`config.mk`:
```
export PLATFORM = sky130hd
export DESIGN_NAME = ping_pong_sample_buffer
export DESIGN_NICKNAME = d
export VERILOG_FILES = /design/src/rtl/ping_pong_sample_buffer.sv
export SDC_FILE = /design/constraint.sdc
export NUM_CORES = 2
export LEC_CHECK = 0
export ABC_CLOCK_PERIOD_IN_PS = 7800
export CAP_MARGIN = 20
export CORE_MARGIN = 2
export CORE_UTILIZATION = 45
export DETAILED_ROUTE_END_ITERATION = 6
export RECOVER_POWER = 100
export SYNTH_ARGS = -nofsm -noshare
export SYNTH_HDL_FRONTEND = slang
export SYNTH_SLANG_ARGS = --single-unit
```
`constraint.sdc`:
```
create_clock -name clk -period 7.8 [get_ports clk]
set_input_delay 0.78 -clock clk [delete_from_list [all_inputs] [get_ports clk]]
set_output_delay 0.78 -clock clk [all_outputs]
set_load 0.005 [all_outputs]
```
`src/rtl/ping_pong_sample_buffer.sv`:
```
// Ping-pong sample buffer: fills one bank with a fixed-length frame while the
// other bank is streamed out. Both bank words at the read address are
// presented, together with the read-bank select, for a downstream 2:1 MUX.
module ping_pong_sample_buffer #(
  parameter int BITS   = 16,
  parameter int DEPTH  = 64,
  parameter int ADDR_W = $clog2(DEPTH)
) (
  input  logic            clk,
  input  logic            rst_n,
  input  logic            flush,
  input  logic            in_valid,
  input  logic [BITS-1:0] in_data,
  output logic            in_ready,
  output logic [BITS-1:0] bank_a_data,
  output logic [BITS-1:0] bank_b_data,
  output logic            bank_sel,
  output logic            out_valid,
  input  logic            out_ready,
  output logic            out_last,
  output logic [7:0]      frame_cnt
);

  localparam logic [ADDR_W-1:0] LAST_ADDR = ADDR_W'(DEPTH - 1);

  // Sample storage; contents deliberately carry no reset.
  logic [BITS-1:0]   bank_a_r [DEPTH];
  logic [BITS-1:0]   bank_b_r [DEPTH];

  logic [1:0]        full_r;
  logic              wr_bank_r;
  logic              rd_bank_r;
  logic [ADDR_W-1:0] wr_addr_r;
  logic [ADDR_W-1:0] rd_addr_r;
  logic [7:0]        frame_cnt_r;

  logic              in_ready_s;
  logic              out_valid_s;
  logic              wr_fire_s;
  logic              rd_fire_s;
  logic              wr_done_s;
  logic              rd_done_s;
  logic [1:0]        full_nxt_s;

  // Handshake decode; a bank is writable only when empty, readable only when full.
  always_comb begin
    in_ready_s  = ~full_r[wr_bank_r];
    out_valid_s = full_r[rd_bank_r];
    wr_fire_s   = in_valid && in_ready_s;
    rd_fire_s   = out_valid_s && out_ready;
    wr_done_s   = wr_fire_s && (wr_addr_r == LAST_ADDR);
    rd_done_s   = rd_fire_s && (rd_addr_r == LAST_ADDR);
  end

  // Bank full flags; a completing write and a completing read always hit different banks.
  always_comb begin
    full_nxt_s = full_r;
    if (wr_done_s) begin
      full_nxt_s[wr_bank_r] = 1'b1;
    end else begin
      full_nxt_s[wr_bank_r] = full_r[wr_bank_r];
    end
    if (rd_done_s) begin
      full_nxt_s[rd_bank_r] = 1'b0;
    end else begin
      full_nxt_s[rd_bank_r] = full_nxt_s[rd_bank_r];
    end
  end

  // Output drive straight from state so the MUX sees the read word in the same cycle.
  always_comb begin
    in_ready    = in_ready_s;
    out_valid   = out_valid_s;
    bank_sel    = rd_bank_r;
    out_last    = out_valid_s && (rd_addr_r == LAST_ADDR);
    bank_a_data = bank_a_r[rd_addr_r];
    bank_b_data = bank_b_r[rd_addr_r];
    frame_cnt   = frame_cnt_r;
  end

  // Control state: async reset and flush clear everything except bank contents.
  always_ff @(posedge clk or negedge rst_n) begin
    if (!rst_n) begin
      full_r      <= 2'b00;
      wr_bank_r   <= 1'b0;
      rd_bank_r   <= 1'b0;
      wr_addr_r   <= {ADDR_W{1'b0}};
      rd_addr_r   <= {ADDR_W{1'b0}};
      frame_cnt_r <= 8'd0;
    end else if (flush) begin
      full_r      <= 2'b00;
      wr_bank_r   <= 1'b0;
      rd_bank_r   <= 1'b0;
      wr_addr_r   <= {ADDR_W{1'b0}};
      rd_addr_r   <= {ADDR_W{1'b0}};
      frame_cnt_r <= 8'd0;
    end else begin
      full_r <= full_nxt_s;
      if (wr_fire_s) begin
        if (wr_done_s) begin
          wr_addr_r <= {ADDR_W{1'b0}};
          wr_bank_r <= ~wr_bank_r;
        end else begin
          wr_addr_r <= wr_addr_r + ADDR_W'(1);
          wr_bank_r <= wr_bank_r;
        end
      end else begin
        wr_addr_r <= wr_addr_r;
        wr_bank_r <= wr_bank_r;
      end
      if (rd_fire_s) begin
        if (rd_done_s) begin
          rd_addr_r   <= {ADDR_W{1'b0}};
          rd_bank_r   <= ~rd_bank_r;
          frame_cnt_r <= frame_cnt_r + 8'd1;
        end else begin
          rd_addr_r   <= rd_addr_r + ADDR_W'(1);
          rd_bank_r   <= rd_bank_r;
          frame_cnt_r <= frame_cnt_r;
        end
      end else begin
        rd_addr_r   <= rd_addr_r;
        rd_bank_r   <= rd_bank_r;
        frame_cnt_r <= frame_cnt_r;
      end
    end
  end

  // Sample capture into the bank currently being filled; flush suppresses the write.
  always_ff @(posedge clk) begin
    if (wr_fire_s && !flush) begin
      if (wr_bank_r) begin
        bank_b_r[wr_addr_r] <= in_data;
      end else begin
        bank_a_r[wr_addr_r] <= in_data;
      end
    end
  end

endmodule

```
# == Word-level counts from Yosys, hierarchy flattened ==
# Memories as Yosys holds them, arrays and structs flattened.
# Cells that the tools add are included.
# totals
register_bits,24
mem_bits_rw,2048
input_bits,21
word_cells,74
mem_count,2
# classes
add_sub_neg,3
order_cmp,4
n_eq_ne,2
muxes,36
bitwise_logic,6
n_reduce_logical,15
# mem_list
memory,depth,width,read_ports,rd_clocked_by_memory_dff,wr,line_no,source
bank_a_r,64,16,1,0,1,27,logic [BITS-1:0] bank_a_r [DEPTH];
bank_b_r,64,16,1,0,1,28,logic [BITS-1:0] bank_b_r [DEPTH];
# op_table
operator,count
$mux 6,6
$mux 8,3
$mux 1,20
$add 6x1->6 const B,2
$eq 6x6->1 const B,2
$add 8x1->8 const B,1
$logic_and 1x1->1,8
$reduce_bool 2->1,4
$mux 2,3
$bwmux 2,2
$lt 1x2->1 const B,2
$reduce_and 2->1,2
$not 1->1,3
$and 2x2->2,1
$demux 1 s1,2
$ge 1x1->1 const B,2
$not 2->2,1
$or 2x2->2,1
$logic_not 1->1,1

# == Longest topological paths before layout ==
# logic_depth
word_depth,11
mapped_depth,10
depth_no_buf,6

# == Worst setup path before layout ==
# No wires, ideal clock.
# synth_path
path_kind,input-to-reg
from,input flush
to,"memory bank_a_r[47][0], enable pin"
arrival_time_ps,2585
required_ps,7411
setup_slack_ps,4827
cell_stages,4
path_cell_list,clkbuf_1 > nor4_2 > nand4_1 > nor2_1
# synth_between
elab_chain_cells,4
# synth_rtl
element,line_no,source
start: declaration,11,"input logic flush,"
$logic_not 1->1,131,if (wr_fire_s && !flush) begin
$logic_and 1x1->1,131,
$mux 1,131,
$mux 1 (implied by the code),135,bank_a_r[wr_addr_r] <= in_data;
end: declaration,27,
# No other way between the ends.

# == Worst setup path after layout ==
# layout_path
from,register rd_addr_r[0]
to,output bank_b_data[15]
# layout_between
elab_chain_cells,1
# layout_rtl
element,line_no,source
start: declaration,34,logic [ADDR_W-1:0] rd_addr_r;
start signal: assignment,88,rd_addr_r <= {ADDR_W{1'b0}};
start signal: assignment,95,rd_addr_r <= {ADDR_W{1'b0}};
start signal: assignment,113,rd_addr_r <= {ADDR_W{1'b0}};
$mem_v2 64x16,--,
end: declaration,16,"output logic [BITS-1:0] bank_b_data,"
# No other way between the ends.

==> results.toml <==
[die]
rows = 154
io_pins = 65
die_w_um = 425.7
initial_core_util_pct = 45.34
die_area_sq_um = 181200
die_y_um = 425.7
core_sq_um = 176500

[setup_path]
required_ns = 7.02
critical_path_class = "flop to output port"
r2r_cells = 4
worstPathMaxFanout = 38
crit_path_start_kind = "flop"
reg2reg_slack_ns = 2.96
critPathCaptureType = "output port"
worstPathArrival_ns = 5.73

[routing]
wl_per_cell_um = 31.39
finalWirelength_um = 197400
drc = 0
antenna_left = 0
vias_per_cell = 5.955
drtIter0Drc = 4290
firstDrtPassIters = 5
vias = 37440

[sta]
setup-violations-final = 0
rsz0062_at_grt = "no"
max_slew_margin_pct = -201.2
slew_violations = 2476
fin_crit_sh_pct = 83.51
clock.fmax_mhz = 153.5
fin_skew_ns = 0.03115
min_period_ns = 6.514
fin_setup_tns_ns = 0
holdWs_ns = 0.5823
setup_ws_ns = 1.286
hold_viol = 0
worst_slew_pin_slew_ns = 4.517

[synthesis]
ys_seq_area_share_pct = 77.60
synthFlopType = "edfxtp_1"
syn-cell-area_sq_um = 80030
yosysWarnings = 0
synth.distinct_cells = 45
avgSynthCellArea_sq_um = 22.75
synth_nets = 3542
syn_inst = 3518
ys_seq_elements = 2072
synth_edf_count = 2048
synth-async-reset-ratio_pct = 1.158

[cts]
cts_num_sinks = 2072
cts_made_buffers = 202
clock_latency_ns = 0.85
path_clk_slew_ns = 0.06
clockBufferDepth = 3
htree_num_levels = 4
cts_resized = 0
ctsHoldBuffers = 0
postCtsSetupBuffers = 0
root_buffer = "clkbuf_16"
cts_tree = "yes"

[grt]
grt_pass1_vias = 37540
overflow = 0
grtUsageTotal_pct = 21.94
grt_pass1_wl_um = 281700
grt_max_degree = 119
antenna_found_initial = 9

[layout]
num-nets-final = 3797
layout_commonest_cell = "edfxtp_1"
area_delta_synth_final_pct = 12.48
final_cell_mix = "edfxtp_1, mux4_2, clkbuf_16"
drive_gt1_share_pct = 24.48

[job]
drv_cap = 60

[pwr]
leakage_uw = 0.02639
p_per_area_nw_per_um2 = 245.9
peakVddDrop_mv = 0.1823

[placed_design]
place_congestion = 0.8116
dp_hpwl_um = 113000
portBuffers = 64
dpl_worst_slack_ns = 2.548

[outcome]
violations = "max-capacitance violations, max-slew violations"
outcome = "complete, but fails checks"

[hold_path]
holdPathStages = 2
min_path_type = "flop to flop"
[where the power goes]
group | internal, uW | switching (uW) | leakage [uW] | total (uW)
clock | 5470 | 4140 | 0.00316 | 9610
sequential | 12300 | 3.65 | 0.0187 | 12300
combinational | 21.8 | 228 | 0.00450 | 250
total | 17800 | 4370 | 0.0264 | 22100
[area by class of cell]
| type | count | area (sq um) |
|---|---|---|
| flip-flops and latches | 2072 | 62120 |
| inverters | 27 | 101.3 |
| fillers | 13980 | 86490 |
| clock inverters | 125 | 1206 |
| diodes | 9 | 22.52 |
| repair buffers | 242 | 1470 |
| clock buffers | 244 | 5276 |
| multi-input cells | 1228 | 16890 |
| well taps | 2340 | 2928 |
[per-stage QoR]
stage               area, sq um  cells  util (%)  total power [uW]
floorplan                 80030   3518         -             12510
global placement          84150   5906     47.68             12730
detailed placement        84180   5908     47.70             12740
CTS                       90670   6277     51.37             22270
global route              90000   6284     50.99             22730
finish                    90010   6287     51.00             22140
[synth_stat cells (all sizes together) (2+ instances only)]
cell | n | area share, %
nand2b | 4 | 0.031
o211ai | 15 | 0.14
a31oi | 2 | 0.016
nand3 | 12 | 0.075
o22ai | 59 | 0.46
or2 | 3 | 0.023
mux4 | 532 | 15
clkbuf | 61 | 0.29
or3b | 4 | 0.044
and2 | 4 | 0.031
mux2 | 75 | 1.1
a21oi | 24 | 0.15
or3 | 6 | 0.047
o22a | 18 | 0.20
o21ai | 23 | 0.14
nand4 | 22 | 0.17
nand3b | 6 | 0.056
clkinv | 2 | 0.0094
inv | 25 | 0.12
nor2 | 165 | 0.77
nor4 | 2 | 0.031
nand2 | 47 | 0.22
ha | 3 | 0.047
o31ai | 15 | 0.14
and3 | 3 | 0.023
nor3 | 18 | 0.11
dfrtp | 24 | 0.75
xor2 | 6 | 0.066
o221ai | 12 | 0.13
a22oi | 3 | 0.028
xnor2 | 6 | 0.066
buf | 130 | 1.0
edfxtp | 2048 | 77
mux2i | 134 | 1.7
[layer usage]
layer	vias up	GRT usage, %	wire length (um)
met5	-	0	0
met4	0	7.061	5639
met3	277	3.012	12740
met2	1402	34.29	94630
met1	20330	32.23	84360
li1	15440	-	-
[flip-flops by register name (all words and copies together) (netlist names)]
register,cells
bank_sel,1
frame_cnt,8
bank_a_r,1024
wr_bank_r,1
full_r,2
bank_b_r,1024
rd_addr_r,6
wr_addr_r,6
[cell families after synthesis]
logic type      Yosys count  share of synthesized area, %
compound gates          173                         1.429
xor+xnor                 12                        0.1313
fa+ha+maj                 3                       0.04691
buf+inv                 218                         1.417
flops                  2072                         77.60
mux                     741                         17.70
simple gates            299                         1.674
[critical path, cell delays in order, from the launching register on]
cell	delay [ns]
dfrtp_4	1.02
clkbuf_1	1.44
mux4_2	0.65
mux2_2	0.32
o211ai_1	0.48
nand4_1	0.39
clkdlybuf4s50_1	0.56
[final timing paths]
check	from	end
max in group asynchronous	rst_n	rd_addr_r[1]
min reg2reg	frame_cnt[7]	frame_cnt[7]
min	frame_cnt[7]	frame_cnt[7]
max reg2reg	wr_bank_r	bank_a_r[52][10]
max	rd_addr_r[0]	bank_b_data[15]
min in group asynchronous	rst_n	frame_cnt[7]
Note: power is estimated with default switching activity, not from simulation.
